<file path="src/rtl/usc_pkg.sv">
// rtl/usc_pkg.sv - shared mode and cell-select encodings for universal_shift_counter
//
// Purpose:
//   Operation encodings seen on io_mode, plus the per-bit select that the
//   top level hands to each usc_bit_cell after resolving clear/enable/mode
//   priority.
package usc_pkg;

    // Operation select on io_mode. Codes 6 and 7 are reserved and hold.
    typedef enum logic [2:0] {
        MODE_HOLD = 3'd0,
        MODE_LOAD = 3'd1,
        MODE_SHL  = 3'd2,
        MODE_SHR  = 3'd3,
        MODE_UP   = 3'd4,
        MODE_DOWN = 3'd5
    } usc_mode_e;

    // Next-state source for one bit cell, after priority resolution.
    typedef enum logic [2:0] {
        CELL_HOLD  = 3'd0,
        CELL_LOAD  = 3'd1,
        CELL_LEFT  = 3'd2,   // take lower neighbour (shift left)
        CELL_RIGHT = 3'd3,   // take upper neighbour (shift right)
        CELL_COUNT = 3'd4,   // take bit of the +1/-1 vector
        CELL_CLEAR = 3'd5    // take the per-bit reset value
    } usc_cell_sel_e;

endpackage

</file>
<file path="src/rtl/usc_bit_cell.sv">
// rtl/usc_bit_cell.sv - one bit of the universal shift counter: next-state mux plus flop
//
// Purpose:
//   Selects the next value of a single register bit and stores it. The flop
//   resets asynchronously to RESET_BIT, the same value a sync clear loads.
//
// Ports:
//   clock        rising-edge clock
//   resetNegate  asynchronous active-low reset
//   sel_i        next-state source (usc_cell_sel_e)
//   data_i       parallel load bit
//   left_i       lower neighbour bit (or serial-in at bit 0) for shift left
//   right_i      upper neighbour bit (or serial-in at MSB) for shift right
//   count_i      this bit of the increment/decrement result
//   q_o          stored bit
module usc_bit_cell
    import usc_pkg::*;
#(
    parameter logic RESET_BIT = 1'b0
) (
    input  logic          clock,
    input  logic          resetNegate,
    input  usc_cell_sel_e sel_i,
    input  logic          data_i,
    input  logic          left_i,
    input  logic          right_i,
    input  logic          count_i,
    output logic          q_o
);

    logic bit_q;
    logic bit_d;

    always_comb begin
        bit_d = bit_q;
        case (sel_i)
            CELL_HOLD:  bit_d = bit_q;
            CELL_LOAD:  bit_d = data_i;
            CELL_LEFT:  bit_d = left_i;
            CELL_RIGHT: bit_d = right_i;
            CELL_COUNT: bit_d = count_i;
            CELL_CLEAR: bit_d = RESET_BIT;
            default:    bit_d = bit_q;
        endcase
    end

    always_ff @(posedge clock or negedge resetNegate) begin
        if (!resetNegate) begin
            bit_q <= RESET_BIT;
        end else begin
            bit_q <= bit_d;
        end
    end

    assign q_o = bit_q;

endmodule

</file>
<file path="src/rtl/universal_shift_counter.sv">
// rtl/universal_shift_counter.sv - WIDTH-bit register with hold/load/shift/count modes
//
// Purpose:
//   General-purpose state element: per-cycle choice of hold, parallel load,
//   shift left, shift right, count up or count down, with a synchronous
//   clear and asynchronous active-low reset, both to RESET_VALUE.
//   Priority at each edge: reset, syncClear, enable low (hold), io_mode.
//
// Ports:
//   clock             rising-edge clock
//   resetNegate       asynchronous active-low reset
//   io_syncClear      synchronous clear, overrides enable and mode
//   io_enable         0 = hold (syncClear still acts)
//   io_mode           operation select (usc_mode_e; 6/7 hold)
//   io_data           parallel load value
//   io_serialInLsb    bit entering bit 0 on shift left
//   io_serialInMsb    bit entering bit WIDTH-1 on shift right
//   io_q              register contents
//   io_serialOutMsb   io_q[WIDTH-1]
//   io_serialOutLsb   io_q[0]
//   io_terminalCount  high in the cycle before an up/down wrap; drives the
//                     enable of the next stage when cascading
module universal_shift_counter
    import usc_pkg::*;
#(
    parameter int               WIDTH       = 8,
    parameter logic [WIDTH-1:0] RESET_VALUE = '0
) (
    input  logic             clock,
    input  logic             resetNegate,
    input  logic             io_syncClear,
    input  logic             io_enable,
    input  logic [2:0]       io_mode,
    input  logic [WIDTH-1:0] io_data,
    input  logic             io_serialInLsb,
    input  logic             io_serialInMsb,
    output logic [WIDTH-1:0] io_q,
    output logic             io_serialOutMsb,
    output logic             io_serialOutLsb,
    output logic             io_terminalCount
);

    usc_mode_e        mode;
    usc_cell_sel_e    cell_sel;
    logic [WIDTH-1:0] q_vec;
    logic [WIDTH-1:0] count_vec;
    logic [WIDTH-1:0] shl_vec;
    logic [WIDTH-1:0] shr_vec;
    logic             q_all_ones;
    logic             q_all_zero;

    assign mode = usc_mode_e'(io_mode);

    // Resolve the priority chain once; every cell sees the same select.
    always_comb begin
        cell_sel = CELL_HOLD;
        if (io_syncClear) begin
            cell_sel = CELL_CLEAR;
        end else if (io_enable) begin
            case (mode)
                MODE_LOAD: cell_sel = CELL_LOAD;
                MODE_SHL:  cell_sel = CELL_LEFT;
                MODE_SHR:  cell_sel = CELL_RIGHT;
                MODE_UP:   cell_sel = CELL_COUNT;
                MODE_DOWN: cell_sel = CELL_COUNT;
                default:   cell_sel = CELL_HOLD;
            endcase
        end
    end

    // Single adder shared by both count directions; only consulted by the
    // cells when the select is CELL_COUNT, so non-count modes don't care.
    always_comb begin
        count_vec = q_vec + {{(WIDTH-1){1'b0}}, 1'b1};
        if (mode == MODE_DOWN) begin
            count_vec = q_vec - {{(WIDTH-1){1'b0}}, 1'b1};
        end
    end

    assign shl_vec = {q_vec[WIDTH-2:0], io_serialInLsb};
    assign shr_vec = {io_serialInMsb, q_vec[WIDTH-1:1]};

    for (genvar i = 0; i < WIDTH; i++) begin : g_cell
        usc_bit_cell #(
            .RESET_BIT (RESET_VALUE[i])
        ) u_cell (
            .clock       (clock),
            .resetNegate (resetNegate),
            .sel_i       (cell_sel),
            .data_i      (io_data[i]),
            .left_i      (shl_vec[i]),
            .right_i     (shr_vec[i]),
            .count_i     (count_vec[i]),
            .q_o         (q_vec[i])
        );
    end

    assign q_all_ones = &q_vec;
    assign q_all_zero = ~|q_vec;

    // Combinational so a cascaded higher stage is enabled in the same cycle
    // the lower stage wraps.
    assign io_terminalCount = io_enable & ~io_syncClear &
                              (((mode == MODE_UP)   & q_all_ones) |
                               ((mode == MODE_DOWN) & q_all_zero));

    assign io_q            = q_vec;
    assign io_serialOutMsb = q_vec[WIDTH-1];
    assign io_serialOutLsb = q_vec[0];

endmodule

</file>
<file path="config.mk">
export PLATFORM = sky130hd
export DESIGN_NAME = universal_shift_counter
export DESIGN_NICKNAME = d
export VERILOG_FILES = /design/src/rtl/usc_pkg.sv /design/src/rtl/usc_bit_cell.sv /design/src/rtl/universal_shift_counter.sv
export SDC_FILE = /design/constraint.sdc
export NUM_CORES = 1
export LEC_CHECK = 0
export CORE_ASPECT_RATIO = 0.7
export CORE_MARGIN = 5
export CORE_UTILIZATION = 45
export DETAILED_ROUTE_END_ITERATION = 16
export PLACE_DENSITY = 0.74
export SYNTH_ARGS = -nofsm -noshare
export SYNTH_HDL_FRONTEND = slang
export SYNTH_SLANG_ARGS = --single-unit
export TNS_END_PERCENT = 1
</file>
<file path="constraint.sdc">
create_clock -name clock -period 4.4 [get_ports clock]
set_input_delay 1.1 -clock clock [delete_from_list [all_inputs] [get_ports clock]]
set_output_delay 1.1 -clock clock [all_outputs]
set_load 0.1 [all_outputs]
</file>
==> results of run 1 <==
synth_stat cells (2+ instances only):
library cell and count:
sky130_fd_sc_hd__a21oi_1 18, sky130_fd_sc_hd__nor2_1 12, sky130_fd_sc_hd__buf_4 9, sky130_fd_sc_hd__nand2_1 9, sky130_fd_sc_hd__dfrtp_1 8, sky130_fd_sc_hd__mux2i_1 7
sky130_fd_sc_hd__nor3b_1 5, sky130_fd_sc_hd__mux2_2 4, sky130_fd_sc_hd__nand3_1 4, sky130_fd_sc_hd__o22ai_1 4, sky130_fd_sc_hd__buf_6 3, sky130_fd_sc_hd__clkbuf_1 3
sky130_fd_sc_hd__ha_1 3, sky130_fd_sc_hd__o21ai_0 3, sky130_fd_sc_hd__a222oi_1 2, sky130_fd_sc_hd__a31oi_1 2, sky130_fd_sc_hd__buf_2 2, sky130_fd_sc_hd__inv_1 2
sky130_fd_sc_hd__nand2b_1 2, sky130_fd_sc_hd__nor4_1 2, sky130_fd_sc_hd__or3_1 2
cell usage in the layout (no fill, tap or decap), drive strengths merged, types with 2 or more instances in the layout:
cell type and count:
clkbuf 3, inv 3, mux2i 7, a21oi 18
nand2b 2, nor3b 5, o21ai 3, buf 2
clkdlybuf4s50 26, dfrtp 8, a222oi 2, nand2 9
nand3 4, mux2 4, o22ai 4, a31oi 2
nor4 2, or3 2, nor2 12, ha 3
o32ai 2
cells by family after synthesis:
family	Yosys count	synth area share (%)
DFF	8	19.1
buffers and inverters	20	12.8
adders and majority gates	3	3.58
and+or+nand+nor	46	27.5
muxes	11	11.0
xor gates and xnor gates	2	1.67
AOI/OAI and AO/OA	39	24.4
stage by stage:
| stage | cell area, sq um | hold slack (ns) |
|---|---|---|
| after detailed placement | 1260 | 0.644 |
| final | 1280 | 0.655 |
| after floorplan | 1050 | 0.597 |
| after global routing | 1280 | 0.690 |
| after global placement | 1260 | 0.633 |
| after CTS | 1280 | 0.650 |
final cells by class:
class / count / area [sq um] / share of cell area (%)
Clock buffer: 3 / 22.5 / 1.76
Inverter: 3 / 11.3 / 0.878
Multi-Input combinational cell: 101 / 721 / 56.2
Sequential cell: 8 / 200 / 15.6
Tap cell: 32 / 40.0 / 3.12
Timing Repair Buffer: 28 / 288 / 22.4
per-layer routing:
metal  part of all wire, %  vias to the layer above  GRT usage (%)  wire, um
met5                     0                        -              0         0
met4                  0.64                        0           5.72        18
met3                   9.6                        4           3.57       268
met2                    44                       61           24.4      1250
met1                    45                      486           26.0      1270
li1                      -                      510              -         -
power breakdown:
part           switching (mW)  leakage [nW]  internal, mW
clock                  0.0241        0.0138        0.0312
combinational           0.133         0.383        0.0661
sequential             0.0254         0.103        0.0818
total                   0.182         0.499         0.179
worst register-to-register path: cells and delay by family (launching register included):
| kind | cells | cell delay (ns) |
|---|---|---|
| DFF | 1 | 0.45 |
| and+or+nand+nor | 2 | 0.61 |
| adders and majority gates | 1 | 0.41 |
| AOI/OAI and AO/OA | 3 | 0.56 |
worst max-delay path by stage:
stage,endpoint,startpoint,slack (ns),cells after the start
6_report,io_terminalCount,io_mode[2],0.51,6
4_1_cts,io_terminalCount,io_mode[2],0.51,6
3_3_place_gp,io_terminalCount,io_mode[2],0.60,6
3_5_place_dp,io_terminalCount,io_mode[2],0.51,6
5_1_grt,io_terminalCount,io_mode[2],0.32,6
2_1_floorplan,io_terminalCount,io_mode[0],0.28,5
==> results.rst, run 1 <==
.. list-table::
   :header-rows: 1

   * - Metric
     - Value
   * - Startpoint type of the worst setup path
     - primary input
   * - Worst Reg-to-Reg Cells
     - 6
   * - Required @ worst endpoint
     - 3.30 ns
   * - Status
     - finished, final reports clean
   * - # Post-CTS Setup Buffers
     - 0
   * - Area growth from synthesis to final layout
     - 22.2%
   * - Endpoint kind of the worst setup timing path
     - output port
   * - CP Cell Sequence
     - clkdlybuf4s50_1, nand2b_1, nor4_1, a41oi_1, nor3b_2, buf_12
   * - Worst hold path cell count
     - 2
   * - Post-route insts no fill
     - 175
   * - Fill cells
     - 194
   * - Resized Gates After CTS
     - 0
   * - Number of different library cells in the post-synthesis netlist
     - 44
   * - Core region area
     - 0.00219 sq mm
   * - Final Max Slew Viols
     - 0
   * - Worst slew margin
     - 34.3%
   * - Clock-pin transition on the worst setup and hold timing paths
     - 0.06 ns
   * - DIE WIDTH
     - 67.7 um
   * - Fraction of final layout cells sized beyond drive strength 1
     - 11.9%
   * - Worst Hold Endpoint
     - g_cell[7].u_cell.q_o
   * - Number of endpoints failing setup at the final stage
     - 0
   * - Total half-perimeter wirelength after legalization and detailed placement
     - 2210 um
   * - Initial DRT Pass Iterations
     - 4
   * - Fraction of synthesized cell area taken by the top area cell type
     - 19.1%
   * - I/O pin cnt
     - 28
   * - Register-to-Register Setup Slack
     - 2.29 ns
   * - Initial DRC count
     - 72
   * - Htree depth
     - 1
   * - Worst path arrival time
     - 2.79 ns
   * - Final hold vios
     - 0
   * - Worst-path maximum fanout
     - 8
   * - Total of max-cap violations
     - 0
   * - Portion of the clock cycle consumed by the worst path in the final layout
     - 88.5%
   * - TritonCTS clock tree
     - done
   * - Post-route DRC violation count
     - 0
   * - Maximum number of pins on one net before global-route repair
     - 14
   * - Max Root-Sink Buffers
     - 2
   * - Startpoint of the worst hold path
     - g_cell[7].u_cell.q_o
   * - Total Power Consumption
     - 362 uW
   * - Number of instances in the placed design
     - 172
   * - Post-synth top area cell
     - sky130_fd_sc_hd__dfrtp_1
   * - Combined global-route utilization of all metal layers
     - 17.4%
   * - Final critical-path required period
     - 3.89 ns
   * - Max FFs per register
     - 8
   * - Starting Density
     - 47.9%
   * - Endpoint of the lowest-slack register-to-register path
     - g_cell[7].u_cell.q_o
   * - Post-Route WL
     - 2800 um
   * - Insertion delay of the later-clocked pin in the worst-skew pair
     - 0.25 ns
   * - Worst Hold Class
     - reg2reg
   * - Post-synth EDFFs
     - 0
   * - Core Util, Final
     - 58.6%
   * - Critical path's slowest cell
     - sky130_fd_sc_hd__clkdlybuf4s50_1
   * - Highest cell delay on the worst timing path
     - 0.65 ns
   * - Peak supply drop
     - 165 uV
   * - Skew final
     - 0.00776 ns
   * - Share of synthesized flip-flops with an asynchronous set or reset
     - 100%
   * - Static Leakage
     - 0.499 nW
   * - Routed vias/inst
     - 6.06
   * - Vias in the first global route
     - 917
   * - Number of hold buffers added after cts
     - 0
   * - Buf/Inv on CP
     - 2
   * - Rows
     - 14
   * - Gate count after technology mapping
     - 129
   * - Setup TNS after final layout
     - 0 ns
   * - Smallest setup slack after layout
     - 0.506 ns
   * - Clock sink total
     - 8
   * - Least-Margin Pin Slew
     - 0.983 ns
   * - Antenna violations before repair
     - 0
   * - Grt total ovfl
     - 0
   * - Ratio of total power to cell area
     - 282 mW/mm^2
   * - Average wire per cell in the routed design
     - 16.0 um
   * - CP Class
     - in2out
   * - Synth warn
     - 0
   * - Part of the Yosys area used for sequential elements
     - 19.1%
   * - Final ANT Viol Nets
     - 0
   * - TritonCTS buffer count
     - 3
   * - Die Outline Area
     - 0.00341 sq mm
   * - Cells taking the most area after synthesis
     - sky130_fd_sc_hd__dfrtp_1 19%, sky130_fd_sc_hd__a21oi_1 8.6%, sky130_fd_sc_hd__mux2i_1 6.7%, sky130_fd_sc_hd__buf_4 6.4%, sky130_fd_sc_hd__mux2_2 4.3%
   * - Number of buffers added on ports
     - 27
   * - Ant diodes
     - 0
   * - Syn nets
     - 149
   * - Number of register bits inferred by synthesis
     - 8
   * - Wire length of the first global-routing pass
     - 4550 um
   * - Flip-flop cell with the highest count after synthesis
     - sky130_fd_sc_hd__dfrtp_1
   * - RSZ-0062 raised after global routing
     - no
   * - Final RePlAce weighted congestion
     - 0.908
   * - Die Y
     - 50.4 um
   * - Net total in the final layout
     - 165
   * - Top delay family on crit path
     - buffers and inverters
   * - Clock tree root buffer cell
     - sky130_fd_sc_hd__clkbuf_4
   * - Total vias in the final route
     - 1061
   * - Netlist area before placement
     - 0.00105 sq mm
   * - Avg Synthesized Cell Area
     - 8.14 sq um
   * - Worst slack, placed
     - 0.515 ns
   * - Fmax
     - 257 MHz
   * - Startpoint of the worst register-to-register path
     - g_cell[6].u_cell.q_o
(Power assumes the default switching activity.)
==> run 2, diff against run 1 <==
==> constraint.sdc (replaced) <==
create_clock -name clock -period 4.4 [get_ports clock]
set_input_delay 0.88 -clock clock [delete_from_list [all_inputs] [get_ports clock]]
set_output_delay 0.88 -clock clock [all_outputs]
set_load 0.1 [all_outputs]
==> run 2 against run 1 <==
Worst hold slack got worse by 0.013 ns. First-iteration DRC count rose by 86%. Via count rose by 0.66%. Clock skew fell by 0.0060 ns. Non-clock buffer count fell by 1. Clock-buffer cell count did not move. Cell area fell by 1.6%. Register-to-register slack barely moved. Critical path type unchanged. Sequential power barely moved. Largest cell class unchanged. Core utilization fell by 0.91 points. Flip-flop and latch count did not move. Power fell by 0.38%.
==> results.rst, run 2 (synthesis gave the netlist of run 1 again) <==
.. list-table::
   :header-rows: 1

   * - Metric
     - Value
   * - Status
     - finished, final reports clean
   * - Net total in the final layout
     - 164 (-0.61%)
   * - Routed vias/inst
     - 6.14 (+1.2%)
   * - Total half-perimeter wirelength after legalization and detailed placement
     - 2260 um (+2.2%)
   * - Required @ worst endpoint
     - 3.52 ns (+0.22 ns)
   * - # Post-CTS Setup Buffers
     - 0 (unchanged)
   * - Antenna violations before repair
     - 0 (unchanged)
   * - Portion of the clock cycle consumed by the worst path in the final layout
     - 81.7% (-6.8 points)
   * - Placed cell area
     - 0.00124 sq mm (-1.6%)
   * - CP Cell Sequence
     - clkdlybuf4s50_1, nand3b_4, inv_2, a41oi_1, nor3b_2, buf_4
   * - DIE WIDTH
     - 67.7 um (unchanged)
   * - Skew final
     - 0.00176 ns (-0.00600 ns)
   * - Clock tree root buffer cell
     - sky130_fd_sc_hd__clkbuf_4
   * - Max Root-Sink Buffers
     - 2 (unchanged)
   * - Initial DRC count
     - 134 (+86%)
   * - Vias in the first global route
     - 1036 (+13%)
   * - Ant diodes
     - 0 (unchanged)
   * - Startpoint type of the worst setup path
     - primary input
   * - Clock-pin transition on the worst setup and hold timing paths
     - 0.05 ns (about the same)
   * - Sequential fraction of design power
     - 30.1% (+0.5 points)
   * - Met1 layer usage reported by global route
     - 25.3% (-0.67 points)
   * - Fraction of final layout cells sized beyond drive strength 1
     - 11.3% (-0.62 points)
   * - Number of endpoints failing setup at the final stage
     - 0 (unchanged)
   * - TritonCTS buffer count
     - 3 (unchanged)
   * - Total vias in the final route
     - 1068 (+0.66%)
   * - Worst Hold Class
     - reg2reg
   * - Final hold vios
     - 0 (unchanged)
   * - Ratio of total power to cell area
     - 285 mW/mm^2 (+1.2%)
   * - Initial DRT Pass Iterations
     - 4 (unchanged)
   * - Combinational group share of total power
     - 55.2% (about the same)
   * - Final std cell area, no fill
     - 0.00126 sq mm (-1.6%)
   * - Final critical-path required period
     - 3.60 ns (-0.298 ns)
   * - Average wire per cell in the routed design
     - 16.8 um (+4.8%)
   * - Number of hold buffers added after cts
     - 0 (unchanged)
   * - I/O pin cnt
     - 28 (unchanged)
   * - Post-route DRC violation count
     - 0 (unchanged)
   * - Final Max Slew Viols
     - 0 (unchanged)
   * - Grt total ovfl
     - 0 (unchanged)
   * - Worst-path maximum fanout
     - 13 (+5)
   * - Leading cell type in the layout, fill and taps excluded
     - sky130_fd_sc_hd__clkdlybuf4s50_1
   * - TritonCTS clock tree
     - done
   * - Worst path arrival time
     - 2.72 ns (-0.07 ns)
   * - Max FFs per register
     - 8 (unchanged)
   * - Htree depth
     - 1 (unchanged)
   * - Worst slew margin
     - 34.8% (+0.55 points)
   * - Die Y
     - 50.4 um (unchanged)
   * - Final RePlAce weighted congestion
     - 0.886 (-2.4%)
   * - Wire length of the first global-routing pass
     - 4730 um (+3.8%)
   * - Die Outline Area
     - 0.00341 sq mm (unchanged)
   * - Number of buffers added on ports
     - 27 (unchanged)
   * - Fill cells
     - 218 (+12%)
   * - Peak-usage layer in the global routing report
     - met2
   * - Rows
     - 14 (unchanged)
   * - Final ANT Viol Nets
     - 0 (unchanged)
   * - Critical path's slowest cell
     - sky130_fd_sc_hd__clkdlybuf4s50_1
   * - Fmax
     - 278 MHz (+8.3%)
   * - Maximum number of pins on one net before global-route repair
     - 14 (unchanged)
   * - Clk pwr share
     - 14.8% (-0.5 points)
   * - Sw Pwr
     - 182 uW (-0.35%)
   * - Switching share of total power
     - 50.5% (about the same)
   * - CP Class
     - in2out
   * - Static Leakage
     - 0.492 nW (-1.5%)
   * - Power Internal
     - 178 uW (-0.41%)
   * - Highest cell delay on the worst timing path
     - 0.81 ns (+0.16 ns)
   * - Global Route met3 Usage
     - 3.13% (-0.45 points)
   * - Met2 usage
     - 26.7% (+2.3 points)
   * - RSZ-0062 raised after global routing
     - no
   * - Least-Margin Pin Slew
     - 0.975 ns (-0.00822 ns)
   * - Core Util, Final
     - 57.7% (-0.91 points)
   * - Post-Route WL
     - 2920 um (+4.2%)
   * - Insertion delay of the later-clocked pin in the worst-skew pair
     - 0.25 ns (about the same)
   * - Endpoint kind of the worst setup timing path
     - output port
   * - Most frequent cells in the layout
     - 26 x sky130_fd_sc_hd__clkdlybuf4s50_1, 18 x sky130_fd_sc_hd__a21oi_1, 12 x sky130_fd_sc_hd__nor2_1, 9 x sky130_fd_sc_hd__nand2_1, 8 x sky130_fd_sc_hd__dfrtp_1
   * - Clock sink total
     - 8 (unchanged)
   * - Peak supply drop
     - 135 uV (-18%)
   * - Setup TNS after final layout
     - 0 ns (unchanged)
   * - Core region area
     - 0.00219 sq mm (unchanged)
   * - Resized Gates After CTS
     - 0 (unchanged)
   * - Starting Density
     - 47.9% (unchanged)
   * - Area growth from synthesis to final layout
     - 20.3%
   * - Total of max-cap violations
     - 0 (unchanged)
   * - Combined global-route utilization of all metal layers
     - 17.9% (+0.55 points)
run 2: cell types whose count changed in the layout (fill, tap and decap cells not counted):
cell / change
sky130_fd_sc_hd__buf_12: -1
run 2: final timing paths:
path                                       from                   end  slack, ns  depth (start not counted)
max reg2reg                g_cell[5].u_cell.q_o  g_cell[7].u_cell.q_o       2.28                          6
max in group asynchronous           resetNegate  g_cell[3].u_cell.q_o       3.24                          1
min reg2reg                g_cell[7].u_cell.q_o  g_cell[7].u_cell.q_o       0.64                          2
max                                  io_mode[0]      io_terminalCount       0.80                          6
min in group asynchronous           resetNegate  g_cell[4].u_cell.q_o       0.90                          1
min                        g_cell[7].u_cell.q_o  g_cell[7].u_cell.q_o       0.64                          2
run 2: power by group through the flow:
stage,Sequential (mW),Combinational [mW],Clock [mW]
final,0.108,0.199,0.0532
after global routing,0.111,0.208,0.0589
after CTS,0.107,0.197,0.0565
after detailed placement,0.108,0.197,0
after global placement,0.107,0.195,0
after floorplan,0.107,0.161,0
run 2: routing by layer:
metal	up-vias	wire, um
met4	0	39
met1	503	1370
li1	508	-
met2	49	1320
met5	-	0
met3	8	190
run 2: area by class of cell:
class	instances	area, sq um	share of cell area (%)
repair buffers	27	268	21.2
well taps	32	40.0	3.17
flip-flops and latches	8	200	15.9
clock buffers	3	22.5	1.78
multi-input cells	101	721	57.1
inverters	3	11.3	0.892
run 2: worst max-delay path: cells and delay by family:
family / cells / cell delay (ns)
and+or+nand+nor: 2 / 0.39
AOI/OAI and AO/OA: 1 / 0.15
buffers and inverters: 3 / 1.29
run 2: metrics by stage:
step	cells	power, mW	setup slack (ns)	hold WS (ns)
CTS	174	0.361	0.827	0.650
floorplan	129	0.268	0.628	0.584
detailed placement	171	0.305	0.823	0.642
finish	174	0.360	0.804	0.642
global placement	171	0.302	0.860	0.632
global route	174	0.378	0.680	0.701
